File: src/rtl/iob_bus_merge_pkg.sv
// iob_bus_merge_pkg: native bus field layout and merge FSM states.
package iob_bus_merge_pkg;
    typedef enum logic {IDLE = 1'b0, BUSY = 1'b1} state_t;
    localparam int WSTRB_LSB = 0;
    localparam int READY_LSB = 0;
    localparam int RDATA_LSB = 1;
    function automatic int req_w(int aw, int dw);
        return 1 + aw + dw + dw / 8;
    endfunction
    function automatic int resp_w(int dw);
        return dw + 1;
    endfunction
    // request slice from MSB: valid, address, wdata, wstrb
    function automatic int valid_lsb(int aw, int dw);
        return aw + dw + dw / 8;
    endfunction
    function automatic int address_lsb(int dw);
        return dw + dw / 8;
    endfunction
    function automatic int wdata_lsb(int dw);
        return dw / 8;
    endfunction
endpackage

File: src/rtl/iob_merge_arb.sv
// iob_merge_arb: combinational winner select among valid masters.
// IOB_MERGE_RR_EN selects round-robin from last+1; otherwise the lowest index wins.
module iob_merge_arb
#(
    parameter int  N  = 2,
    localparam int GW = $clog2(N)
) (
    input  logic [N-1:0]  valid,
`ifdef IOB_MERGE_RR_EN
    input  logic [GW-1:0] last,
`endif
    output logic [GW-1:0] winner,
    output logic          found
);
`ifdef IOB_MERGE_RR_EN
    logic [GW-1:0] idx;
`endif
    always_comb begin
        winner = '0;
        found  = 1'b0;
`ifdef IOB_MERGE_RR_EN
        idx    = '0;
        // scan backwards so the first valid index after last is the one kept
        for (int k = N; k >= 1; k--) begin
            idx = GW'((int'(last) + k) % N);
            if (valid[idx]) begin
                winner = idx;
                found  = 1'b1;
            end
        end
`else
        for (int k = N - 1; k >= 0; k--) begin
            if (valid[GW'(k)]) begin
                winner = GW'(k);
                found  = 1'b1;
            end
        end
`endif
    end
endmodule

File: src/rtl/iob_bus_merge.sv
// iob_bus_merge: merges N native master buses onto one slave bus, one locked transfer at a time.
// Define IOB_MERGE_RR_EN for round-robin arbitration; default is fixed priority.
module iob_bus_merge
    import iob_bus_merge_pkg::*;
#(
    parameter int  N_MASTERS = 2,
    parameter int  ADDR_W    = 32,
    parameter int  DATA_W    = 32,
    localparam int REQ_W     = req_w(ADDR_W, DATA_W),
    localparam int RESP_W    = resp_w(DATA_W),
    localparam int GW        = $clog2(N_MASTERS)
) (
    input  logic                        clk,
    input  logic                        rst,
    input  logic [N_MASTERS*REQ_W-1:0]  m_req,
    output logic [N_MASTERS*RESP_W-1:0] m_resp,
    output logic [REQ_W-1:0]            s_req,
    input  logic [RESP_W-1:0]           s_resp
);
    localparam int VLSB = valid_lsb(ADDR_W, DATA_W);
    state_t               state;
    logic [GW-1:0]        grant, winner, sel;
    logic [N_MASTERS-1:0] valids;
    logic [REQ_W-1:0]     reqs [N_MASTERS];
    logic                 found, active, done;
    for (genvar i = 0; i < N_MASTERS; i++) begin : g_m
        assign reqs[i]   = m_req[i*REQ_W +: REQ_W];
        assign valids[i] = reqs[i][VLSB];
        assign m_resp[i*RESP_W +: RESP_W] = (done && sel == GW'(i)) ? s_resp : '0;
    end
`ifdef IOB_MERGE_RR_EN
    logic [GW-1:0] last;
    iob_merge_arb #(.N(N_MASTERS)) u_arb (.valid(valids), .last(last), .winner(winner), .found(found));
`else
    iob_merge_arb #(.N(N_MASTERS)) u_arb (.valid(valids), .winner(winner), .found(found));
`endif
    assign sel    = (state == BUSY) ? grant : winner;
    assign active = !rst && (state == BUSY || found);
    assign s_req  = active ? reqs[sel] : '0;
    // an aborted master leaves s_req idle, so a stray ready is never routed
    assign done   = s_req[VLSB] && s_resp[READY_LSB];
    always_ff @(posedge clk) begin
        if (rst) begin
            state <= IDLE;
            grant <= '0;
`ifdef IOB_MERGE_RR_EN
            last  <= GW'(N_MASTERS - 1);
`endif
        end else if (state == IDLE) begin
            if (found) begin
                grant <= winner;
`ifdef IOB_MERGE_RR_EN
                last  <= winner;
`endif
                state <= done ? IDLE : BUSY;
            end
        end else begin
            state <= (s_req[VLSB] && !s_resp[READY_LSB]) ? BUSY : IDLE;
        end
    end
endmodule
File: config.mk
export PLATFORM = sky130hd
export DESIGN_NAME = iob_bus_merge
export DESIGN_NICKNAME = d
export VERILOG_FILES = /design/src/rtl/iob_bus_merge_pkg.sv /design/src/rtl/iob_merge_arb.sv /design/src/rtl/iob_bus_merge.sv
export SDC_FILE = /design/constraint.sdc
export NUM_CORES = 1
export LEC_CHECK = 0
export ABC_AREA = 1
export CAP_MARGIN = 10
export CORE_AREA = 2 2 119 121
export DETAILED_ROUTE_END_ITERATION = 8
export DIE_AREA = 0 0 121 123
export PLACE_DENSITY = 0.57
export SLEW_MARGIN = 20
export SYNTH_ARGS = -nofsm -noshare
export SYNTH_HDL_FRONTEND = slang
export SYNTH_SLANG_ARGS = --single-unit
File: constraint.sdc
create_clock -name clk -period 0.92 [get_ports clk]
set_input_delay 0.23 -clock clk [delete_from_list [all_inputs] [get_ports clk]]
set_output_delay 0.23 -clock clk [all_outputs]
set_load 0.005 [all_outputs]
==> impl_metrics.py <==
metrics = {
    "sta": {
        "fin_crit_sh_pct": 139,
        "setup_ws_ns": -0.362,
        "rsz0062_at_grt": "yes",
        "setup_viol": 102,
        "hold_violations": 0,
        "period_needed_ns": 1.28,
        "slew_viol_final": 0,
        "fmax_mhz": 780,
    },
    "setup_path": {
        "start_kind": "input pin",
        "cpPeakStageDelay_ns": 0.14,
        "crit_path_cell_trace": "buf_12, clkinv_8, nand3_4, buf_12, buf_12, buf_16, nor2_4, buf_2",
        "cp_common_cell": "buf_12",
        "path_class": "in2out",
        "cpLargestDelayFamily": "buffers and inverters",
        "cp_data_required_time_ns": 0.69,
        "crit_arrival_ns": 1.05,
        "crit_buf_inv": 6,
        "cp_slowest_cell": "buf_12",
        "end_kind": "output pin",
        "cp.depth": 8,
        "crit_fanout": 7,
    },
    "hold_path": {
        "holdPathEnd": "s_req[37]",
        "min_from": "m_req[37]",
        "holdPathStages": 4,
        "holdCritPathClass": "in2out",
    },
    "placement": {
        "place_area_um2": 3320,
        "dp_hpwl_um": 4440,
        "pre_cts_slack_ns": -0.943,
        "io_buffer_count": 205,
        "gp_congestion": 0.681,
    },
    "job": {
        "drv_cap": 0,
    },
    "drt": {
        "via_per_inst": 3.07,
        "ant_nets": 0,
        "first_iter_violations": 36,
        "wl_met2_um": 3060,
        "routedWlPerCell_um": 9.77,
        "routed.top_layer": "met3",
        "first_pass_iters": 3,
        "wl_met1_um": 2520,
        "drcViolationCount": 0,
        "finalWirelength_um": 6260,
        "route.met3.wl_um": 683,
        "via_count": 1967,
    },
    "final_layout": {
        "fin_nets": 636,
        "n_sequential_cell": 0,
        "clkbuf_count": 0,
        "finalInstanceArea_um2": 3390,
        "final_util_pct": 24.9,
        "diodes": 0,
        "regArea_um2": 0,
        "area_growth_pct": 193,
        "drive_gt1_share_pct": 39.9,
    },
    "synth": {
        "ys_warn_count": 0,
        "ys_top_cells_by_count": "inv_1, nor2_1, buf_4, nor2_2, buf_6",
        "seq_area_frac_synth_pct": 0,
        "synth.most_common_cell": "inv_1",
        "synth_area_um2": 1150,
        "synth_cell_types": 9,
        "synth_top_area_cell": "inv_1",
        "synth_area_leaders": "inv_1, nor2_1, buf_4",
        "syn_inst": 250,
        "synth_top_area_share_pct": 33.2,
        "avgSynthCellArea_um2": 4.62,
    },
    "floorplan": {
        "fp.dieW_um": 121,
        "core_area_um2": 13600,
        "ios": 308,
        "die_y_um": 123,
        "start_util_pct": 8.48,
        "die_area_um2": 14900,
        "rows": 43,
    },
    "clock_tree": {
        "holdBufCountCts": 0,
    },
    "status": {
        "status": "complete, but fails checks",
        "violations": "negative setup slack",
    },
    "pwr": {
        "peakVddDrop_v": 0.000145,
        "p_leak_nw": 2.21,
        "power_mw": 1.16,
        "p_per_area_nw_per_um2": 344,
    },
    "grt": {
        "grt_pass1_vias": 1734,
        "grt_max_degree": 26,
        "grt_usage_pct": 7.04,
        "overflow": 0,
        "antenna_found_initial": 0,
        "grt_pass1_wl_um": 8640,
    },
}
## cell usage in the layout, fill, tap and decap left out
| cell | instances |
|---|---|
| dlygate4sd2_1 | 51 |
| clkinv_8 | 1 |
| nor2_2 | 27 |
| inv_2 | 13 |
| clkbuf_2 | 1 |
| buf_2 | 85 |
| clkbuf_16 | 1 |
| clkinv_4 | 1 |
| buf_8 | 2 |
| conb_1 | 33 |
| dlymetal6s2s_1 | 21 |
| buf_12 | 7 |
| buf_16 | 6 |
| nor2_4 | 23 |
| nand3_4 | 1 |
| clkdlybuf4s15_2 | 10 |
| clkdlybuf4s50_1 | 31 |
| inv_1 | 88 |
| buf_4 | 3 |
| nor2_1 | 51 |
| buf_6 | 3 |
| clkdlybuf4s15_1 | 2 |
## report_power, final
| part | leakage (nW) | switching (mW) | internal (mW) |
|---|---|---|---|
| clock network | 0 | 0 | 0 |
| logic | 2.21 | 0.486 | 0.678 |
| registers | 0 | 0 | 0 |
| total | 2.21 | 0.486 | 0.678 |
## what timing repair did
action                     in CTS  in global routing
pin swaps                      24                 11
gates cloned                    6                  1
setup endpoints to repair     102                102
resized for setup             452                 92
setup buffers                   6                  1
## layout make-up
| type | instances | area [um2] |
|---|---|---|
| Fill cell | 1571 | 10200 |
| Inverter | 103 | 404 |
| Multi-Input combinational cell | 135 | 761 |
| Tap cell | 180 | 225 |
| Timing Repair Buffer | 223 | 2000 |
## worst max path at each step
stage / from / to / slack [ns]
finish: rst / m_resp[24] / -0.36
floorplan: rst / m_resp[14] / -0.03
detailed placement: m_req[68] / m_resp[22] / -0.94
CTS: rst / m_resp[17] / -0.40
global placement: m_req[68] / m_resp[25] / -0.94
global route: rst / m_resp[25] / -0.41
## routing by layer
layer  global-route usage, %  vias up
met1                    9.25      830
met2                    12.8      137
li1                        -     1000
met3                    1.20        0
met5                       0        -
met4                       0        0
## kinds of logic after synthesis
kind of cell / synth area share [%]
other cells: 0.325
simple gates: 36.7
buf+inv: 62.9
## stage by stage
stage	cells	hold WS (ns)	setup TNS [ns]
2_1_floorplan	282	0.527	-1.00
3_3_place_gp	628	1.27	-73.02
3_5_place_dp	628	1.25	-73.34
4_1_cts	640	0.772	-27.80
5_1_grt	641	0.790	-27.82
6_report	641	0.761	-24.10
Note: power is estimated with default switching activity, not from simulation.
